### config.mk
export PLATFORM = sky130hd
export DESIGN_NAME = pp_accumulate_flat
export DESIGN_NICKNAME = d
export VERILOG_FILES = /design/src/rtl/pp_accumulate_if.sv /design/src/rtl/pp_accumulate.sv /design/src/flat_wrapper.sv
export SDC_FILE = /design/constraint.sdc
export NUM_CORES = 1
export LEC_CHECK = 0
export ABC_AREA = 1
export CORE_ASPECT_RATIO = 0.75
export CORE_MARGIN = 2
export CORE_UTILIZATION = 45
export CTS_BUF_LIST = sky130_fd_sc_hd__clkbuf_16
export DETAILED_ROUTE_END_ITERATION = 6
export PLACE_DENSITY = 0.77
export RECOVER_POWER = 100
export SETUP_SLACK_MARGIN = 0.2
export SLEW_MARGIN = 40
export SYNTH_ARGS = -nofsm -noshare
export SYNTH_HDL_FRONTEND = slang
export SYNTH_SLANG_ARGS = --single-unit
### constraint.sdc
create_clock -name i_clk -period 2.4 [get_ports i_clk]
set_input_delay 0.48 -clock i_clk [delete_from_list [all_inputs] [get_ports i_clk]]
set_output_delay 0.48 -clock i_clk [all_outputs]
set_load 0.01 [all_outputs]
### src/rtl/pp_accumulate_if.sv
// Stream bundle between the partial-product aligner, the accumulator and the normaliser.
// The i_clear abort line exists only when PP_ACC_CLEAR_EN is defined.
interface pp_accumulate_if #(
  parameter int unsigned NUM_PP = 4,
  parameter int unsigned PP_W   = 15,
  parameter int unsigned EXP_W  = 6,
  parameter int unsigned SUM_W  = PP_W + $clog2(NUM_PP)
);
  logic             i_valid;
  logic             o_ready;
  logic [PP_W-1:0]  i_align_pp;
  logic [EXP_W-1:0] i_max_exp;
  logic             o_valid;
  logic             i_ready;
  logic [SUM_W-1:0] o_sum;
  logic [EXP_W-1:0] o_exp;
`ifdef PP_ACC_CLEAR_EN
  logic             i_clear;
`endif

  modport master (
`ifdef PP_ACC_CLEAR_EN
    output i_clear,
`endif
    output i_valid, i_align_pp, i_max_exp, i_ready,
    input  o_ready, o_valid, o_sum, o_exp
  );

  modport slave (
`ifdef PP_ACC_CLEAR_EN
    input  i_clear,
`endif
    input  i_valid, i_align_pp, i_max_exp, i_ready,
    output o_ready, o_valid, o_sum, o_exp
  );
endinterface

### src/rtl/pp_accumulate.sv
// Sums NUM_PP aligned partial products per group and hands the sum plus exponent downstream.
// Optional group abort input i_clear is enabled by defining PP_ACC_CLEAR_EN.
module pp_accumulate #(
  parameter int unsigned NUM_PP = 4,
  parameter int unsigned PP_W   = 15,
  parameter int unsigned EXP_W  = 6,
  parameter int unsigned SUM_W  = PP_W + $clog2(NUM_PP)
) (
  input logic           i_clk,
  input logic           i_rst,
  pp_accumulate_if.slave bus
);
  localparam int unsigned CNT_W = (NUM_PP > 1) ? $clog2(NUM_PP) : 1;
  localparam logic [CNT_W-1:0] LAST = CNT_W'(NUM_PP - 1);

  typedef enum logic [1:0] {IDLE, ACC, HOLD} state_t;

  state_t           state;
  logic [CNT_W-1:0] cnt;
  logic [SUM_W-1:0] acc;
  logic [EXP_W-1:0] exp_r;
  logic             valid_r;
  logic             ready_r;
  logic [SUM_W-1:0] pp_ext;
  logic             acc_fire;
  logic             out_fire;

  assign pp_ext   = SUM_W'($signed(bus.i_align_pp));
  assign acc_fire = bus.i_valid & ready_r;
  assign out_fire = valid_r & bus.i_ready;

  assign bus.o_ready = ready_r;
  assign bus.o_valid = valid_r;
  assign bus.o_sum   = acc;
  assign bus.o_exp   = exp_r;

  // Handshake flags are registered alongside the state so o_ready never depends on i_ready.
  // cnt wraps on the last beat; LAST is compared before the increment.
  always_ff @(posedge i_clk) begin
    if (i_rst) begin
      state   <= IDLE;
      cnt     <= '0;
      acc     <= '0;
      exp_r   <= '0;
      valid_r <= 1'b0;
      ready_r <= 1'b1;
    end
`ifdef PP_ACC_CLEAR_EN
    else if (bus.i_clear) begin
      state   <= IDLE;
      cnt     <= '0;
      acc     <= '0;
      valid_r <= 1'b0;
      ready_r <= 1'b1;
    end
`endif
    else begin
      case (state)
        IDLE: begin
          if (acc_fire) begin
            acc   <= pp_ext;
            exp_r <= bus.i_max_exp;
            cnt   <= CNT_W'(1);
            if (NUM_PP == 1) begin
              state   <= HOLD;
              valid_r <= 1'b1;
              ready_r <= 1'b0;
            end else begin
              state <= ACC;
            end
          end
        end
        ACC: begin
          if (acc_fire) begin
            acc <= acc + pp_ext;
            cnt <= cnt + CNT_W'(1);
            if (cnt == LAST) begin
              state   <= HOLD;
              valid_r <= 1'b1;
              ready_r <= 1'b0;
            end
          end
        end
        HOLD: begin
          if (out_fire) begin
            state   <= IDLE;
            cnt     <= '0;
            valid_r <= 1'b0;
            ready_r <= 1'b1;
          end
        end
        default: begin
          state   <= IDLE;
          cnt     <= '0;
          valid_r <= 1'b0;
          ready_r <= 1'b1;
        end
      endcase
    end
  end
endmodule

### src/flat_wrapper.sv
// flat-port wrapper written by rule: the top's interface ports become plain ports
module pp_accumulate_flat 
#(
  parameter int unsigned NUM_PP = 4,
  parameter int unsigned PP_W   = 15,
  parameter int unsigned EXP_W  = 6,
  parameter int unsigned SUM_W  = PP_W + $clog2(NUM_PP)
)
  (i_clk, i_rst, bus_i_valid, bus_i_align_pp, bus_i_max_exp, bus_i_ready, bus_o_ready, bus_o_valid, bus_o_sum, bus_o_exp);
  pp_accumulate_if #(.NUM_PP(NUM_PP), .PP_W(PP_W), .EXP_W(EXP_W), .SUM_W(SUM_W)) bus_i ();
  input logic i_clk;
  input logic i_rst;
  input wire logic [$bits(bus_i.i_valid)-1:0] bus_i_valid;
  input wire logic [$bits(bus_i.i_align_pp)-1:0] bus_i_align_pp;
  input wire logic [$bits(bus_i.i_max_exp)-1:0] bus_i_max_exp;
  input wire logic [$bits(bus_i.i_ready)-1:0] bus_i_ready;
  output wire logic [$bits(bus_i.o_ready)-1:0] bus_o_ready;
  output wire logic [$bits(bus_i.o_valid)-1:0] bus_o_valid;
  output wire logic [$bits(bus_i.o_sum)-1:0] bus_o_sum;
  output wire logic [$bits(bus_i.o_exp)-1:0] bus_o_exp;
  assign bus_i.i_valid = bus_i_valid;
  assign bus_i.i_align_pp = bus_i_align_pp;
  assign bus_i.i_max_exp = bus_i_max_exp;
  assign bus_i.i_ready = bus_i_ready;
  assign bus_o_ready = bus_i.o_ready;
  assign bus_o_valid = bus_i.o_valid;
  assign bus_o_sum = bus_i.o_sum;
  assign bus_o_exp = bus_i.o_exp;
  pp_accumulate #(.NUM_PP(NUM_PP), .PP_W(PP_W), .EXP_W(EXP_W), .SUM_W(SUM_W)) u_core (.i_clk(i_clk), .i_rst(i_rst), .bus(bus_i));
endmodule
==> results of run 1 <==
-- cell type report --
type	instances	area, sq um
clock buffer	5	125.1
multi-input combinational	268	1355
tap	57	71.32
timing repair buffer	52	513.0
sequential	29	580.6
inverter	52	195.2
fill	435	1688
clock inverter	3	17.52
-- cells in the final DEF (no fill, tap or decap), types with 2 or more instances in the layout --
cell type and count:
nand2_1 96, inv_1 50, nor2_1 48, a21oi_1 31, nand3_1 29, dfxtp_1 29
dlygate4sd3_1 25, clkdlybuf4s50_1 24, o21ai_0 21, ha_1 17, o22ai_1 6, clkbuf_16 5
o21ai_1 3, xor2_1 3, o221ai_1 3, buf_4 3, inv_2 2, nand2_2 2
nand4_1 2, clkinv_2 2
-- cells by family after synthesis --
logic type / Yosys count / synth area share
AOI/OAI and AO/OA: 67 / 0.1662
adders and majority gates: 18 / 0.1070
and+or+nand+nor: 179 / 0.3404
xor gates and xnor gates: 4 / 0.01610
DFF: 29 / 0.2668
buffers and inverters: 58 / 0.1035
-- worst max-delay path: cells and delay by family --
kind / cells / cell delay, ns
AOI/OAI and AO/OA: 1 / 0.14
and+or+nand+nor: 8 / 0.71
adders and majority gates: 2 / 0.59
buffers and inverters: 1 / 0.42
-- layer usage --
metal / part of all wire / wire [um] / vias up / GRT usage
li1: - / - / 1258 / -
met1: 0.51 / 3080 / 1141 / 0.3370
met2: 0.41 / 2494 / 78 / 0.3284
met3: 0.070 / 421 / 4 / 0.06460
met4: 0.0037 / 22 / 0 / 0.03629
met5: 0 / 0 / - / 0
-- per-stage QoR --
stage	worst slack [ns]	utilization	power [mW]	hold WS, ns	cell area [sq um]
floorplan	0.5781	-	0.9450	0.4483	2176
CTS	0.2835	0.6320	1.768	0.4767	2873
global placement	0.05246	0.6006	1.149	0.4619	2730
detailed placement	0.01653	0.6006	1.158	0.4681	2730
finish	0.2650	0.6287	1.748	0.4729	2858
global route	0.1406	0.6287	1.864	0.5044	2858
-- power groups by stage --
| stage | clock network (mW) | logic, mW | registers, mW |
|---|---|---|---|
| 2_1_floorplan | 0 | 0.361 | 0.584 |
| 3_3_place_gp | 0 | 0.575 | 0.574 |
| 3_5_place_dp | 0 | 0.583 | 0.575 |
| 4_1_cts | 0.615 | 0.587 | 0.566 |
| 5_1_grt | 0.649 | 0.645 | 0.571 |
| 6_report | 0.611 | 0.573 | 0.564 |
-- repair_timing --
| action | CTS | global route |
|---|---|---|
| resized for setup | 0 | 3 |
| buffers inserted | 0 | 0 |
| hold endpoints to repair | 0 | 0 |
| setup endpoints to repair | 0 | 4 |
-- registers in the layout, summed over array words and instances, names as in the netlist --
signal,cells
u_core.bus.o_sum,17
u_core.bus.o_exp,6
u_core.state,2
u_core.bus.o_ready,1
u_core.bus.o_valid,1
u_core.cnt,2
-- worst max-delay path by stage --
stage / startpoint / to / depth (start not counted)
finish: bus_i_align_pp[0] / u_core.bus.o_sum[16] / 12
CTS: bus_i_align_pp[0] / u_core.bus.o_sum[16] / 12
floorplan: bus_i_align_pp[0] / u_core.bus.o_sum[16] / 11
global placement: bus_i_align_pp[0] / u_core.bus.o_sum[16] / 12
detailed placement: bus_i_align_pp[0] / u_core.bus.o_sum[16] / 12
global route: bus_i_align_pp[0] / u_core.bus.o_sum[14] / 12
==> flow_metrics.py, run 1 <==
metrics = {
    "run_status": {
        "status": "finished clean",
    },
    "timing": {
        "fin_worst_skew_ns": 0.006092,
        "relSlewSlack": 0.6189,
        "min_period_ns": 2.135,
        "max_clock_freq_mhz": 468.4,
        "hold_viol": 0,
        "finalCritPeriodShare": 0.8896,
        "finalSetupViolations": 0,
        "grt_setup_unrepaired": "no",
        "setup_tns_ns": 0,
        "slew_violations": 0,
        "worst_pin_slew_ns": 0.5709,
    },
    "setup_path": {
        "reg2reg_slack_ns": 0.40,
        "cp_slowest_cell": "clkdlybuf4s50_1",
        "crit_required_ns": 2.61,
        "path_class": "primary input to flop",
        "reg2reg_depth": 9,
        "r2r-end": "u_core.bus.o_ready",
        "crit_path_cell_trace": "clkdlybuf4s50_1 -> ha_1 -> fa_2 -> nand3_1 -> nand3_1 -> nand2_1 -> nand2_1 -> nand3_1 -> nand2_1 -> nand2_1 -> nand3_1 -> a21oi_1",
        "critPathCaptureType": "flop",
        "start_kind": "primary input",
        "r2r_start": "u_core.state[0]",
        "path_max_fanout": 4,
        "slowest_delay_ns": 0.42,
        "cp.arrival_ns": 2.34,
    },
    "logic_synthesis": {
        "synth-seq-cells": 29,
        "yosys.cell_count.top_type": "nand2_1",
        "synthCells": 355,
        "ys_async_sr_fraction": 0,
        "yosysWarnings": 0,
        "synth_commonest_cells": "96 x nand2_1, 46 x inv_1, 45 x nor2_1",
        "syn_area_sq_um": 2176,
        "synthTopCellsByArea": "dfxtp_1 27%, nand2_1 17%, ha_1 9.8%",
        "synth_top_area_frac": 0.2668,
        "seq_area_frac_synth": 0.2668,
        "syn-num-nets": 398,
        "synth_top_area_cell": "dfxtp_1",
        "synth-edff-count": 0,
        "synth_area_per_cell_sq_um": 6.129,
        "synth_cell_types": 26,
        "ys.flop_type": "dfxtp_1",
    },
    "pwr": {
        "switching_share": 0.3444,
        "clockPowerShare": 0.349,
        "switchingPower_uw": 602.1,
        "intPower_mw": 1.146,
        "share_seq_of_total_power": 0.323,
        "p_comb_frac": 0.328,
        "p_per_area_nw_per_um2": 611.8,
        "p_leak_nw": 1.469,
        "vdd_drop_max_uv": 367.0,
    },
    "drt": {
        "drt_wl_total_mm": 6.018,
        "viasPerCell": 5.324,
        "drcViolationCount": 0,
        "wl_per_cell_um": 12.91,
        "first_pass_iters": 5,
        "ant_nets": 0,
        "drt-initial-drc-count": 208,
        "routed-via-count": 2481,
    },
    "worst_hold_path": {
        "worstHoldStart": "u_core.cnt[1]",
        "worstHoldEndpoint": "u_core.cnt[1]",
        "hold_path_class": "flop to flop",
        "min_path_cells": 2,
    },
    "clocking": {
        "cts.sinks": 29,
        "clock_path_buffers": 2,
        "cts_tree": "built",
        "cts-root-buf": "clkbuf_16",
        "cts_buffers": 5,
        "htreeDepth": 2,
        "clock_latency_ns": 0.28,
        "ctsHoldBuffers": 0,
        "path_clk_slew_ns": 0.05,
    },
    "die": {
        "die-area_sq_um": 5413,
        "boundaryPins": 50,
        "start_util": 0.4787,
        "die_height_um": 64.22,
        "fp.dieW_um": 84.29,
        "rows": 21,
        "core-area_sq_um": 4546,
    },
    "place": {
        "placed_cells": 458,
        "hpwl_mm": 4.597,
        "routabilityCongestion": 0.9369,
        "portBuffers": 49,
    },
    "global_route": {
        "grt_overflow": 0,
        "grt_pass1_wl_mm": 9.908,
        "grt_pass1_vias": 2103,
        "grt_max_degree": 19,
        "grt.total_usage": 0.2268,
        "antenna_found_initial": 0,
    },
    "layout": {
        "drive_above_1_share": 0.04401,
        "fin_cells": 466,
        "antenna_cells": 0,
        "nNetsFinal": 451,
        "area_growth_pct": 31.34,
    },
    "run": {
        "maxCapViolations": 0,
    },
}
Power figures use the tool's default switching activity.
==> inputs of run 2 (changes only) <==
--- a/config.mk
+++ b/config.mk
@@ -6,7 +6,7 @@
 export NUM_CORES = 1
 export LEC_CHECK = 0
 export ABC_AREA = 1
-export CORE_ASPECT_RATIO = 0.75
+export CORE_ASPECT_RATIO = 0.5
 export CORE_MARGIN = 2
 export CORE_UTILIZATION = 45
 export CTS_BUF_LIST = sky130_fd_sc_hd__clkbuf_16
==> run 2 against run 1 <==
Effect of this change: non-clock buffer count unchanged; worst hold slack better by 0.0037 ns; worst setup slack better by 0.033 ns; wire length up 5.3%; register-to-register slack worse by 0.03 ns; maximum frequency up 1.6%; cell area up 1.6%; first-iteration DRC count down 51%; clock power up 18%; sequential share of layout area down 0.32 points; core utilization up 1.2 points; critical endpoint is now u_core.bus.o_sum[15]; combinational power up 2%.
==> flow_metrics.py, run 2 (synthesized netlist as in run 1, its figures left out) <==
metrics = {
    "timing": {
        "grt_setup_unrepaired": "no",
        "slew_violations": 0,
        "finalCritPeriodShare": 0.8759,
        "relSlewSlack": 0.5710,
        "min_period_ns": 2.102,
        "fin_worst_skew_ns": 0.004289,
        "fin_ws_ns": 0.2979,
        "hold_viol": 0,
        "max_clock_freq_mhz": 475.7,
        "worst_pin_slew_ns": 0.6426,
        "finalSetupViolations": 0,
    },
    "clocking": {
        "cts_tree": "built",
        "ctsHoldBuffers": 0,
        "htreeDepth": 2,
        "cts-root-buf": "clkbuf_16",
        "cts_buffers": 5,
        "post_cts_buffers": 0,
        "cts.sinks": 29,
        "clock_latency_ns": 0.28,
        "clock_path_buffers": 2,
        "path_clk_slew_ns": 0.05,
    },
    "pwr": {
        "vdd_drop_max_uv": 296.0,
        "p_per_area_nw_per_um2": 643.9,
        "p_leak_nw": 1.482,
    },
    "drt": {
        "viasPerCell": 5.238,
        "wl_per_cell_um": 13.34,
        "drt_wl_total_mm": 6.338,
        "drt-met1-wl_mm": 2.917,
        "drt-initial-drc-count": 101,
        "met2_length_mm": 2.796,
        "ant_nets": 0,
        "top_layer": "met4",
        "routed-wl-met3_um": 481,
        "routed-via-count": 2488,
        "first_pass_iters": 7,
        "drcViolationCount": 0,
    },
    "setup_path": {
        "path_max_fanout": 6,
        "crit_required_ns": 2.56,
        "critPathCaptureType": "flop",
        "start_kind": "primary input",
        "reg2reg_depth": 5,
        "reg2reg_slack_ns": 0.37,
        "r2r-end": "u_core.bus.o_ready",
        "path_class": "primary input to flop",
        "r2r_start": "u_core.state[0]",
        "startpoint": "bus_i_align_pp[2]",
        "cp.arrival_ns": 2.26,
        "cp-endpoint": "u_core.bus.o_sum[15]",
    },
    "die": {
        "rows": 17,
        "start_util": 0.4803,
        "core-area_sq_um": 4531,
        "fp.dieW_um": 102.3,
        "boundaryPins": 50,
        "die_height_um": 53.17,
        "die-area_sq_um": 5441,
    },
    "layout": {
        "area_growth_pct": 33.41,
        "final_common_cell": "nand2_1",
        "nNetsFinal": 451,
        "largest_reg_flops": 17,
        "drive_above_1_share": 0.05134,
        "mostFrequentLayoutCells": "96 x nand2_1, 49 x inv_1, 46 x nor2_1",
        "antenna_cells": 0,
        "fin_cells": 475,
    },
    "run": {
        "maxCapViolations": 0,
    },
    "place": {
        "placed_cells": 467,
        "place_ws_ns": -0.01460,
        "portBuffers": 49,
        "hpwl_mm": 4.778,
        "routabilityCongestion": 0.9012,
    },
    "worst_hold_path": {
        "hold_path_class": "flop to flop",
    },
    "global_route": {
        "antenna_found_initial": 0,
        "grt.total_usage": 0.2491,
        "grt_overflow": 0,
        "grt_pass1_wl_mm": 10.18,
        "grt_pass1_vias": 2285,
        "grt_max_degree": 19,
    },
    "run_status": {
        "status": "finished clean",
    },
}
==> run 2: cell types whose count changed in the layout (fill, tap and decap cells not counted), sizes merged <==
cell | before | now
bufinv | 0 | 1
clkinv | 2 | 1
==> run 2: critical path: stages <==
cell             delay [ns]
clkdlybuf4s50_1        0.43
ha_1                   0.40
nand3_1                0.14
nand3_1                0.18
nand2_1                0.13
nand2_1                0.09
nand3_1                0.10
nand2_1                0.09
nand2_1                0.05
nand3_1                0.09
a21oi_1                0.08
==> run 2: per-stage QoR <==
| step | hold slack [ns] | setup TNS, ns | total power [mW] | instance area [sq um] | util |
|---|---|---|---|---|---|
| CTS | 0.4798 | 0 | 1.882 | 2908 | 0.6418 |
| global placement | 0.4574 | 0 | 1.150 | 2741 | 0.6051 |
| global route | 0.5034 | 0 | 1.977 | 2903 | 0.6407 |
| floorplan | 0.4483 | 0 | 0.9450 | 2176 | - |
| finish | 0.4766 | 0 | 1.869 | 2903 | 0.6407 |
| detailed placement | 0.4714 | -0.01460 | 1.166 | 2741 | 0.6051 |
==> run 2: layout make-up <==
cell class / count / area [sq um]
Inverter: 52 / 195.2
Timing Repair Buffer: 52 / 513.0
Tap cell: 66 / 82.58
Multi-Input combinational cell: 268 / 1365
Clock buffer: 5 / 125.1
Sequential cell: 29 / 580.6
Clock inverter: 3 / 41.29
Fill cell: 412 / 1628
==> run 2: how the worst min path moves through the flow <==
stage | cells past startpoint | end | start | slack, ns
2_1_floorplan | 2 | u_core.cnt[1] | u_core.cnt[1] | 0.45
3_3_place_gp | 2 | u_core.cnt[1] | u_core.cnt[1] | 0.46
3_5_place_dp | 2 | u_core.cnt[1] | u_core.cnt[1] | 0.47
4_1_cts | 2 | u_core.cnt[1] | u_core.cnt[1] | 0.48
5_1_grt | 2 | u_core.bus.o_sum[12] | u_core.bus.o_sum[12] | 0.50
6_report | 2 | u_core.cnt[1] | u_core.cnt[1] | 0.48
==> run 2: timing repair <==
item | in CTS | in global routing
setup endpoints to repair | 0 | 3
gates resized for setup | 0 | 2
endpoints found under the hold margin | 0 | 0
==> run 2: power by group <==
part | total (mW) | internal, mW | switching [mW]
sequential | 0.565 | 0.526 | 0.0390
clock | 0.718 | 0.485 | 0.233
combinational | 0.586 | 0.242 | 0.344
total | 1.87 | 1.25 | 0.616
==> run 2: metal layers <==
layer	up-vias	GRT usage
met5	-	0
met4	0	0.09333
met3	19	0.07001
met2	98	0.4167
met1	1117	0.3090
li1	1254	-
